[config.mk]
export PLATFORM = sky130hd
export DESIGN_NAME = nn_acc_layer_sequencer
export DESIGN_NICKNAME = d
export VERILOG_FILES = /design/src/rtl/nn_acc_layer_sequencer.sv
export SDC_FILE = /design/constraint.sdc
export NUM_CORES = 1
export LEC_CHECK = 0
export ABC_AREA = 1
export BUFFER_PORTS_ARGS = -buffer_cell sky130_fd_sc_hd__buf_2
export CAP_MARGIN = 20
export CORE_MARGIN = 5
export CORE_UTILIZATION = 35
export CTS_BUF_LIST = sky130_fd_sc_hd__clkbuf_16
export CTS_CLUSTER_SIZE = 25
export DETAILED_ROUTE_END_ITERATION = 10
export SLEW_MARGIN = 20
export SYNTH_ARGS = -nofsm -noshare
export SYNTH_HDL_FRONTEND = slang
export SYNTH_SLANG_ARGS = --single-unit
[constraint.sdc]
create_clock -name clk -period 4 [get_ports clk]
set_clock_uncertainty 0.1 [all_clocks]
set_input_delay 0.4 -clock clk [delete_from_list [all_inputs] [get_ports clk]]
set_output_delay 0.4 -clock clk [all_outputs]
set_load 0.01 [all_outputs]
[src/rtl/nn_acc_layer_sequencer.sv]
// Avalon-MM master that streams weight and image vectors into the MAC accelerator,
// polls for the dot product, optionally applies ReLU and writes each neuron result back.
module nn_acc_layer_sequencer #(
    parameter int VECTOR_LEN   = 96,
    parameter int ADDR_WIDTH   = 32,
    parameter int NEURON_WIDTH = 16
) (
    input  logic                    clk,
    input  logic                    reset_n,
    input  logic                    start,
    input  logic [NEURON_WIDTH-1:0] num_neurons,
    input  logic [ADDR_WIDTH-1:0]   weight_base,
    input  logic [ADDR_WIDTH-1:0]   image_base,
    input  logic [ADDR_WIDTH-1:0]   result_base,
    input  logic                    relu_en,
    output logic                    busy,
    output logic                    done,
    output logic [ADDR_WIDTH-1:0]   mem_address,
    output logic                    mem_read,
    output logic                    mem_write,
    output logic [31:0]             mem_writedata,
    input  logic                    mem_waitrequest,
    input  logic [31:0]             mem_readdata,
    input  logic                    mem_readdatavalid,
    output logic [7:0]              acc_address,
    output logic                    acc_read,
    output logic                    acc_write,
    output logic [31:0]             acc_writedata,
    input  logic [31:0]             acc_readdata
);

    localparam int IW = (VECTOR_LEN > 1) ? $clog2(VECTOR_LEN) : 1;
    localparam logic [IW-1:0]         I_LAST     = IW'(VECTOR_LEN - 1);
    localparam logic [ADDR_WIDTH-1:0] WORD_STEP  = ADDR_WIDTH'(4);
    localparam logic [7:0]            ACC_W_BASE = 8'h01;
    localparam logic [7:0]            ACC_I_BASE = 8'h61;
    localparam logic [7:0]            ACC_RESULT = 8'hC1;
    localparam logic [7:0]            ACC_STATUS = 8'hD9;

    typedef enum logic [3:0] {
        IDLE, FETCH_W, WAIT_W, PUSH_W, FETCH_I, WAIT_I, PUSH_I,
        POLL, POLL_WAIT, RD_RES, RD_WAIT, WR_RES, NEXT, FINISH
    } state_t;

    // Both negative values and -0.0 collapse to +0.0 when ReLU is enabled.
    function automatic logic [31:0] relu_clamp(input logic [31:0] v, input logic en);
        return (en && v[31]) ? 32'h0 : v;
    endfunction

    state_t                  state_q, state_d;
    logic                    busy_q, busy_d;
    logic                    done_q, done_d;
    logic [ADDR_WIDTH-1:0]   mem_address_q, mem_address_d;
    logic                    mem_read_q, mem_read_d;
    logic                    mem_write_q, mem_write_d;
    logic [31:0]             mem_writedata_q, mem_writedata_d;
    logic [7:0]              acc_address_q, acc_address_d;
    logic                    acc_read_q, acc_read_d;
    logic                    acc_write_q, acc_write_d;
    logic [31:0]             acc_writedata_q, acc_writedata_d;
    logic [IW-1:0]           i_q, i_d;
    logic [NEURON_WIDTH-1:0] n_q, n_d;
    logic [NEURON_WIDTH-1:0] num_q, num_d;
    logic [ADDR_WIDTH-1:0]   w_ptr_q, w_ptr_d;
    logic [ADDR_WIDTH-1:0]   i_ptr_q, i_ptr_d;
    logic [ADDR_WIDTH-1:0]   r_ptr_q, r_ptr_d;
    logic [ADDR_WIDTH-1:0]   img_base_q, img_base_d;
    logic                    relu_q, relu_d;
    logic [NEURON_WIDTH-1:0] n_inc;

    assign n_inc = n_q + NEURON_WIDTH'(1);

    // Weight vectors are contiguous across neurons, so a running pointer replaces
    // the n*VECTOR_LEN+i product; the image pointer rewinds for every neuron.
    always_comb begin
        state_d         = state_q;
        busy_d          = busy_q;
        done_d          = 1'b0;
        mem_address_d   = mem_address_q;
        mem_read_d      = mem_read_q;
        mem_write_d     = mem_write_q;
        mem_writedata_d = mem_writedata_q;
        acc_address_d   = acc_address_q;
        acc_read_d      = 1'b0;
        acc_write_d     = 1'b0;
        acc_writedata_d = acc_writedata_q;
        i_d             = i_q;
        n_d             = n_q;
        num_d           = num_q;
        w_ptr_d         = w_ptr_q;
        i_ptr_d         = i_ptr_q;
        r_ptr_d         = r_ptr_q;
        img_base_d      = img_base_q;
        relu_d          = relu_q;
        unique case (state_q)
            IDLE: begin
                busy_d = 1'b0;
                if (start && !busy_q) begin
                    busy_d     = 1'b1;
                    n_d        = '0;
                    i_d        = '0;
                    num_d      = num_neurons;
                    w_ptr_d    = weight_base;
                    i_ptr_d    = image_base;
                    img_base_d = image_base;
                    r_ptr_d    = result_base;
                    relu_d     = relu_en;
                    if (num_neurons == '0) begin
                        state_d = FINISH;
                    end else begin
                        state_d       = FETCH_W;
                        mem_read_d    = 1'b1;
                        mem_address_d = weight_base;
                    end
                end
            end
            FETCH_W: begin
                if (!mem_waitrequest) begin
                    mem_read_d = 1'b0;
                    w_ptr_d    = w_ptr_q + WORD_STEP;
                    state_d    = WAIT_W;
                end
            end
            WAIT_W: begin
                if (mem_readdatavalid) begin
                    acc_write_d     = 1'b1;
                    acc_address_d   = ACC_W_BASE + 8'(i_q);
                    acc_writedata_d = mem_readdata;
                    state_d         = PUSH_W;
                end
            end
            PUSH_W: begin
                mem_read_d = 1'b1;
                if (i_q == I_LAST) begin
                    i_d           = '0;
                    mem_address_d = i_ptr_q;
                    state_d       = FETCH_I;
                end else begin
                    i_d           = i_q + IW'(1);
                    mem_address_d = w_ptr_q;
                    state_d       = FETCH_W;
                end
            end
            FETCH_I: begin
                if (!mem_waitrequest) begin
                    mem_read_d = 1'b0;
                    i_ptr_d    = i_ptr_q + WORD_STEP;
                    state_d    = WAIT_I;
                end
            end
            WAIT_I: begin
                if (mem_readdatavalid) begin
                    acc_write_d     = 1'b1;
                    acc_address_d   = ACC_I_BASE + 8'(i_q);
                    acc_writedata_d = mem_readdata;
                    state_d         = PUSH_I;
                end
            end
            PUSH_I: begin
                if (i_q == I_LAST) begin
                    i_d           = '0;
                    acc_read_d    = 1'b1;
                    acc_address_d = ACC_STATUS;
                    state_d       = POLL;
                end else begin
                    i_d           = i_q + IW'(1);
                    mem_read_d    = 1'b1;
                    mem_address_d = i_ptr_q;
                    state_d       = FETCH_I;
                end
            end
            POLL: state_d = POLL_WAIT;
            POLL_WAIT: begin
                acc_read_d = 1'b1;
                if (acc_readdata[0]) begin
                    acc_address_d = ACC_RESULT;
                    state_d       = RD_RES;
                end else begin
                    acc_address_d = ACC_STATUS;
                    state_d       = POLL;
                end
            end
            RD_RES: state_d = RD_WAIT;
            RD_WAIT: begin
                mem_write_d     = 1'b1;
                mem_address_d   = r_ptr_q;
                mem_writedata_d = relu_clamp(acc_readdata, relu_q);
                state_d         = WR_RES;
            end
            WR_RES: begin
                if (!mem_waitrequest) begin
                    mem_write_d = 1'b0;
                    r_ptr_d     = r_ptr_q + WORD_STEP;
                    state_d     = NEXT;
                end
            end
            NEXT: begin
                n_d = n_inc;
                if (n_inc == num_q) begin
                    state_d = FINISH;
                end else begin
                    i_d           = '0;
                    i_ptr_d       = img_base_q;
                    mem_read_d    = 1'b1;
                    mem_address_d = w_ptr_q;
                    state_d       = FETCH_W;
                end
            end
            FINISH: begin
                done_d  = 1'b1;
                state_d = IDLE;
            end
            default: state_d = IDLE;
        endcase
    end

    always_ff @(posedge clk or negedge reset_n) begin
        if (!reset_n) begin
            state_q         <= IDLE;
            busy_q          <= 1'b0;
            done_q          <= 1'b0;
            mem_address_q   <= '0;
            mem_read_q      <= 1'b0;
            mem_write_q     <= 1'b0;
            mem_writedata_q <= '0;
            acc_address_q   <= '0;
            acc_read_q      <= 1'b0;
            acc_write_q     <= 1'b0;
            acc_writedata_q <= '0;
            i_q             <= '0;
            n_q             <= '0;
            num_q           <= '0;
            w_ptr_q         <= '0;
            i_ptr_q         <= '0;
            r_ptr_q         <= '0;
            img_base_q      <= '0;
            relu_q          <= 1'b0;
        end else begin
            state_q         <= state_d;
            busy_q          <= busy_d;
            done_q          <= done_d;
            mem_address_q   <= mem_address_d;
            mem_read_q      <= mem_read_d;
            mem_write_q     <= mem_write_d;
            mem_writedata_q <= mem_writedata_d;
            acc_address_q   <= acc_address_d;
            acc_read_q      <= acc_read_d;
            acc_write_q     <= acc_write_d;
            acc_writedata_q <= acc_writedata_d;
            i_q             <= i_d;
            n_q             <= n_d;
            num_q           <= num_d;
            w_ptr_q         <= w_ptr_d;
            i_ptr_q         <= i_ptr_d;
            r_ptr_q         <= r_ptr_d;
            img_base_q      <= img_base_d;
            relu_q          <= relu_d;
        end
    end

    assign busy          = busy_q;
    assign done          = done_q;
    assign mem_address   = mem_address_q;
    assign mem_read      = mem_read_q;
    assign mem_write     = mem_write_q;
    assign mem_writedata = mem_writedata_q;
    assign acc_address   = acc_address_q;
    assign acc_read      = acc_read_q;
    assign acc_write     = acc_write_q;
    assign acc_writedata = acc_writedata_q;

endmodule

=== Word-level counts from Yosys, hierarchy flattened ===
Cells that the tools add are included.

* RAM bits: 0
* Output and inout bits: 110
* Memories: 0
* Flip-flop bits (word level): 282
* Input bits: 182
* Bits in latches: 0
* Word-level logic and storage cells: 134
* ROM bits: 0

* Reductions and logical operators: 29
* Order comparisons: 0
* Divide/modulo/power cells: 0
* Shift-type cells: 0
* Bitwise operators: 0
* Muxes and demuxes: 53
* $add $sub $neg: 7
* Multipliers: 0
* Equality and inequality tests: 26

{| class="wikitable"
|+ Operator list
! kind !! count
|-
| $mux 32 || 13
|-
| $pmux 32 s5 || 1
|-
| $pmux 32 s2 || 2
|-
| $add 32x3->32 const B || 3
|-
| $pmux 32 s3 || 1
|-
| $pmux 4 s13 || 1
|-
| $mux 4 || 9
|-
| $pmux 16 s2 || 1
|-
| $pmux 8 s4 || 1
|-
| $eq 4x4->1 const B || 6
|-
| $mux 8 || 3
|-
| $ne 2x2->1 const B || 11
|-
| $mux 7 || 3
|-
| $pmux 7 s3 || 1
|-
| $add 16x1->16 const B || 1
|-
| $eq 16x16->1 || 1
|-
| $eq 4x3->1 const B || 4
|-
| $logic_not 16->1 || 1
|-
| $mux 16 || 1
|-
| $reduce_and 6->1 || 2
|-
| $mux 1 || 10
|-
| $reduce_bool 5->1 || 2
|-
| $reduce_and 3->1 || 3
|-
| $add 1x7->8 const A || 1
|-
| 20 further kinds || 33
|}

=== Longest topological paths before layout ===
* Depth in word-level cells: 4
* Mapped depth: 15
* Gate-level depth less buffers: 14

=== Least setup slack after synthesis ===
Ideal clock, no wire load.

* Path kind: register -> register
* From: reg n_q[0]
* To: reg mem_address_q[17] (netlist: mem_address[17])
* Setup slack: 1,832 ps
* Stages on the path, launching flop included: 15
* Required time: 3,783 ps
* Arrival time: 1,951 ps
* Clock period less this slack: 2,168 ps
* Setup time: 117 ps
* Buffers on the path: 2
* Cell sequence: dfrtp_1 -> ha_1 -> or2_2 -> nand2_1 -> nand2_1 -> nand2_1 -> nand2_1 -> nor2_1 -> nand3_1 -> nor2_2 -> nand3_2 -> buf_6 -> buf_6 -> nand4_1 -> nand2_1

* Word-level cells in the longest chain between the ends: 4

{| class="wikitable"
|+ RTL lines
! what !! RTL line !! text
|-
| from (decl) || 62 || <nowiki>logic [NEURON_WIDTH-1:0] n_q, n_d;</nowiki>
|-
| from (signal assigned) || 251 || <nowiki>n_q <= n_d;</nowiki>
|-
| $add 16x1->16 || 71 || <nowiki>assign n_inc = n_q + NEURON_WIDTH'(1);</nowiki>
|-
| $eq 16x16->1 || 199 || <nowiki>if (n_inc == num_q) begin</nowiki>
|-
| $ne 2x2->1 (no source line) || -- ||
|-
| $reduce_and 5->1 (no source line) || -- ||
|-
| to (signal assigned) || 242 || <nowiki>mem_address_q <= mem_address_d;</nowiki>
|-
| to (decl) || 53 || <nowiki>logic [ADDR_WIDTH-1:0] mem_address_q, mem_address_d;</nowiki>
|}

Every way passes these cells.
A chain may end at the register's enable or synchronous reset.

=== Worst setup path after layout ===
* From: reg n_q[0]
* To: reg mem_address_q[24] (netlist: mem_address[24])

The elaborated chain is that of the path after synthesis.

==> results.txt <==
The number of antenna violations at the first check in global routing is 5. The number of cells in the finished layout apart from fillers came out at 3,209. The post-synthesis instance area came out at 0.0160 mm². The number of remaining DRC errors is 0. The number of synthesized flops with an enable pin is 0. The slowest stage of the critical path is the sky130_fd_sc_hd__nand3_2 cell.

The worst hold-check slack came out at 0.0213 ns. The quantity of gates resized following cts came out at 0. The wire length per cell is 18.6 µm. The final route contains 16,700 vias.

The fraction of registers with async set or reset after synthesis came out at 1.00. TritonCTS built the clock tree. The final setup violation count is 0. The most critical setup path has its endpoint at mem_address[24]$_DFFE_PN0P_. The height of the chip is 224 µm.

The number of nets in the layout came out at 2,767. The overall die area is 0.0500 mm². The fraction of the yosys area taken by sequential cells came out at 0.441. At the end of routability-driven placement, the weighted congestion stood at 0.954. For this run the aggregate overflow at the end of global routing stands at 0. The area growth from synthesis to layout came out at 26.8%.

The floorplan has 78 rows. Ranked by instance count, the synthesized netlist is headed by sky130_fd_sc_hd__nand2_1 (736), sky130_fd_sc_hd__dfrtp_1 (282), sky130_fd_sc_hd__nand3_1 (199). In this run the number of cells on the critical path is 13. The number of buffers inserted by port buffering came out at 291. The number of buffers created by CTS is 36.

The maximum fanout along the worst path is 32. The count of different cell masters after synthesis is 49. The number of buffer and inverter instances along the worst setup path is 1. The hold violation total from the final report came out at 0. The post-route clock period utilization came out at 0.739.

The run finished with clean final reports. The critical path is of the flop to flop type. In this run the tightest slew margin relative to its limit is 0.327. Traced cell by cell, the critical path runs through ha_1, nand3_1, nor2_1, nand4_1, nand3_1, nand2_1, nand2_1, nor2_1, nand3_2, buf_4, nand3_2, nand2_1, nand2_1. The path class of the tightest hold or removal check is input port to flop. VDD sags by at most 0.355 mV. The clock sink count came out at 282. The first global-routing pass estimated 94.3 mm of wire.

The later-pin clock latency in the skew report is 0.56 ns. The total core area is 0.0453 mm². The source of the worst register-to-register timing path is n_q[0]$_DFFE_PN0P_. The H-tree level count is 2. The routed wire length came out at 59.6 mm. The capture instance of the worst register-to-register path is mem_address[24]$_DFFE_PN0P_.

The instance count of the mapped netlist came out at 2,217. The number of nets handed over by synthesis was 2,406. The antenna violation net count after detailed routing is 0.

The highest clock rate is 338 MHz. After clock tree synthesis, the setup repair step added 0 buffers. The top-area cell type share of the netlist area came out at 0.441. For this configuration, the core starts out at a cell density of 0.353.

Of the cells placed in the final design, the portion with a size suffix greater than 1 is 0.158. The synthesized area per cell is 7.21 µm². The floorplan die width came out at 224 µm. The boundary pin count came out at 292. The largest single stage delay on the critical path is 0.58 ns. Across all register-to-register paths, the minimum setup slack is 1.04 ns.

The worst setup path is launched from a flop. Across every metal layer, demand over resource in global routing totals 0.234. The largest delay contributor family on the critical path is simple AND/OR/NAND/NOR gates.

The required time at the worst-slack endpoint came out at 4.34 ns. The leakage component of the power came out at 9.90 nW. The maximum number of pins on one net before global-route repair is 98. Measured in cells, the most critical reg-to-reg path has a length of 13.

The post-placement cell count came out at 3,034. The clock tree buffer depth came out at 3. The final-layout setup total negative slack is 0 ns. The via count of the first global-routing pass came out at 16,600. The most used flip-flop cell after synthesis is sky130_fd_sc_hd__dfrtp_1. Synthesis inferred 282 register bits. The transition time at the pin with the least slew margin is 1.01 ns.

The cell with the most instances on the worst path is sky130_fd_sc_hd__nand2_1. Yosys instantiated no cell more often than sky130_fd_sc_hd__nand2_1. The first-pass iteration count of the detailed router came out at 6. The data arrival time of the critical path is 3.29 ns. The buffer cell driving the clock tree root is sky130_fd_sc_hd__clkbuf_16. In the post-synthesis netlist, the biggest area contributors are sky130_fd_sc_hd__dfrtp_1 (44%), sky130_fd_sc_hd__nand2_1 (17%), sky130_fd_sc_hd__nand3_1 (6.2%), sky130_fd_sc_hd__inv_1 (4.3%), sky130_fd_sc_hd__o21ai_0 (4.2%). The time the final worst path needs with I/O delays and setup came out at 2.96 ns. In this run the power density over the cells is 736 mW/mm².

The worst setup path is captured at a flop. The count of final max-slew check failures came out at 0. The number of max-cap violations came out at 0.

The first routing iteration left 1,397 violations. The number of warning messages in the yosys log is 0. Setup repair after global routing left no endpoint under its margin.

The cell taking the most area after synthesis is sky130_fd_sc_hd__dfrtp_1. The critical path starts at n_q[0]$_DFFE_PN0P_. The clock-pin slew on the worst setup and hold paths is 0.06 ns.

The mean number of vias per cell came out at 5.22. The HPWL after detailed placement is 43.6 mm.
==> metrics by stage <==
stage	setup WS [ns]	area [µm²]	power, mW	util
after global placement	1.14	18000	11.4	0.398
after global routing	0.694	20300	16.1	0.448
after floorplan	1.83	16000	9.24	-
after CTS	1.08	20300	15.0	0.447
after detailed placement	1.09	18000	11.5	0.398
final	1.04	20300	14.9	0.448
==> worst min-delay path by stage <==
stage | startpoint | endpoint | cells past startpoint
CTS | image_base[6] | img_base_q[6]$_DFFE_PN0P_ | 3
global placement | acc_writedata[31]$_DFFE_PN0P_ | acc_writedata[31]$_DFFE_PN0P_ | 2
finish | result_base[27] | r_ptr_q[27]$_DFFE_PN0P_ | 3
detailed placement | mem_address[16]$_DFFE_PN0P_ | mem_address[16]$_DFFE_PN0P_ | 2
floorplan | reset_n | acc_address[0]$_DFFE_PN0P_ | 0
global route | result_base[27] | r_ptr_q[27]$_DFFE_PN0P_ | 3
==> worst min-delay path: stages <==
cell	delay, ns
sky130_fd_sc_hd__buf_2	0.08
sky130_fd_sc_hd__o211ai_1	0.08
sky130_fd_sc_hd__o21ai_0	0.07
==> sequential cells by signal, summed over array words and instances, names as in the netlist, 4 cells and up <==
name and cells:
acc_writedata 32, i_ptr_q 32, img_base_q 32, mem_address 32
mem_writedata 32, r_ptr_q 32, w_ptr_q 32, n_q 16
num_q 16, acc_address 8, i_q 7, state_q 4
==> power by group <==
group          switching, mW  internal (mW)
clock                   1.34           1.99
combinational           4.05           2.14
sequential              1.31           4.10
total                   6.70           8.22
==> placed cells by master (no fill, tap or decap), types with 6 or more instances in the layout <==
cell                              n
sky130_fd_sc_hd__o22ai_1         24
sky130_fd_sc_hd__nor2_1         154
sky130_fd_sc_hd__a221oi_1         8
sky130_fd_sc_hd__o211ai_1        24
sky130_fd_sc_hd__dlygate4sd3_1  106
sky130_fd_sc_hd__nand3b_1        11
sky130_fd_sc_hd__nor2_2          12
sky130_fd_sc_hd__clkinv_1         9
sky130_fd_sc_hd__o21ai_1         13
sky130_fd_sc_hd__buf_4           28
sky130_fd_sc_hd__nor3_1          38
sky130_fd_sc_hd__buf_2          290
sky130_fd_sc_hd__or2_2            6
sky130_fd_sc_hd__a22oi_1         32
sky130_fd_sc_hd__inv_1          191
sky130_fd_sc_hd__inv_2            8
sky130_fd_sc_hd__dfrtp_1        282
sky130_fd_sc_hd__xor2_1          25
sky130_fd_sc_hd__clkbuf_16       38
sky130_fd_sc_hd__ha_1             7
sky130_fd_sc_hd__o21ai_0        133
sky130_fd_sc_hd__a21oi_1         88
sky130_fd_sc_hd__nand3_1        199
sky130_fd_sc_hd__nand2_1        736
sky130_fd_sc_hd__nand4_1         67
sky130_fd_sc_hd__nor4_1          13
==> layout make-up <==
type | count | area (µm²)
inverter | 194 | 728
antenna | 3 | 7.51
multi-input combinational | 1637 | 7750
tap | 600 | 751
clock inverter | 28 | 249
sequential | 282 | 7060
timing repair buffer | 427 | 2780
clock buffer | 38 | 951
fill | 4663 | 25000
==> layer usage <==
layer | global-route usage | part of all wire | vias up
met4 | 0.0733 | 0.031 | 4
met5 | 0 | 0.00037 | -
li1 | - | - | 8077
met3 | 0.0388 | 0.063 | 108
met1 | 0.310 | 0.42 | 7988
met2 | 0.395 | 0.48 | 564
==> cells by family after synthesis <==
kind of cell             synth area share
XOR/XNOR                           0.0173
AND/OR/NAND/NOR                     0.335
flip-flops                          0.441
buffers and inverters              0.0746
AO/OA/AOI/OAI                       0.126
adder cells (fa/ha/maj)           0.00548
==> timing repair <==
action	in CTS	in global routing
hold endpoints to repair	197	0
endpoints found under the setup margin	0	0
hold buffers	106	0
Note: power is estimated with default switching activity, not from simulation.
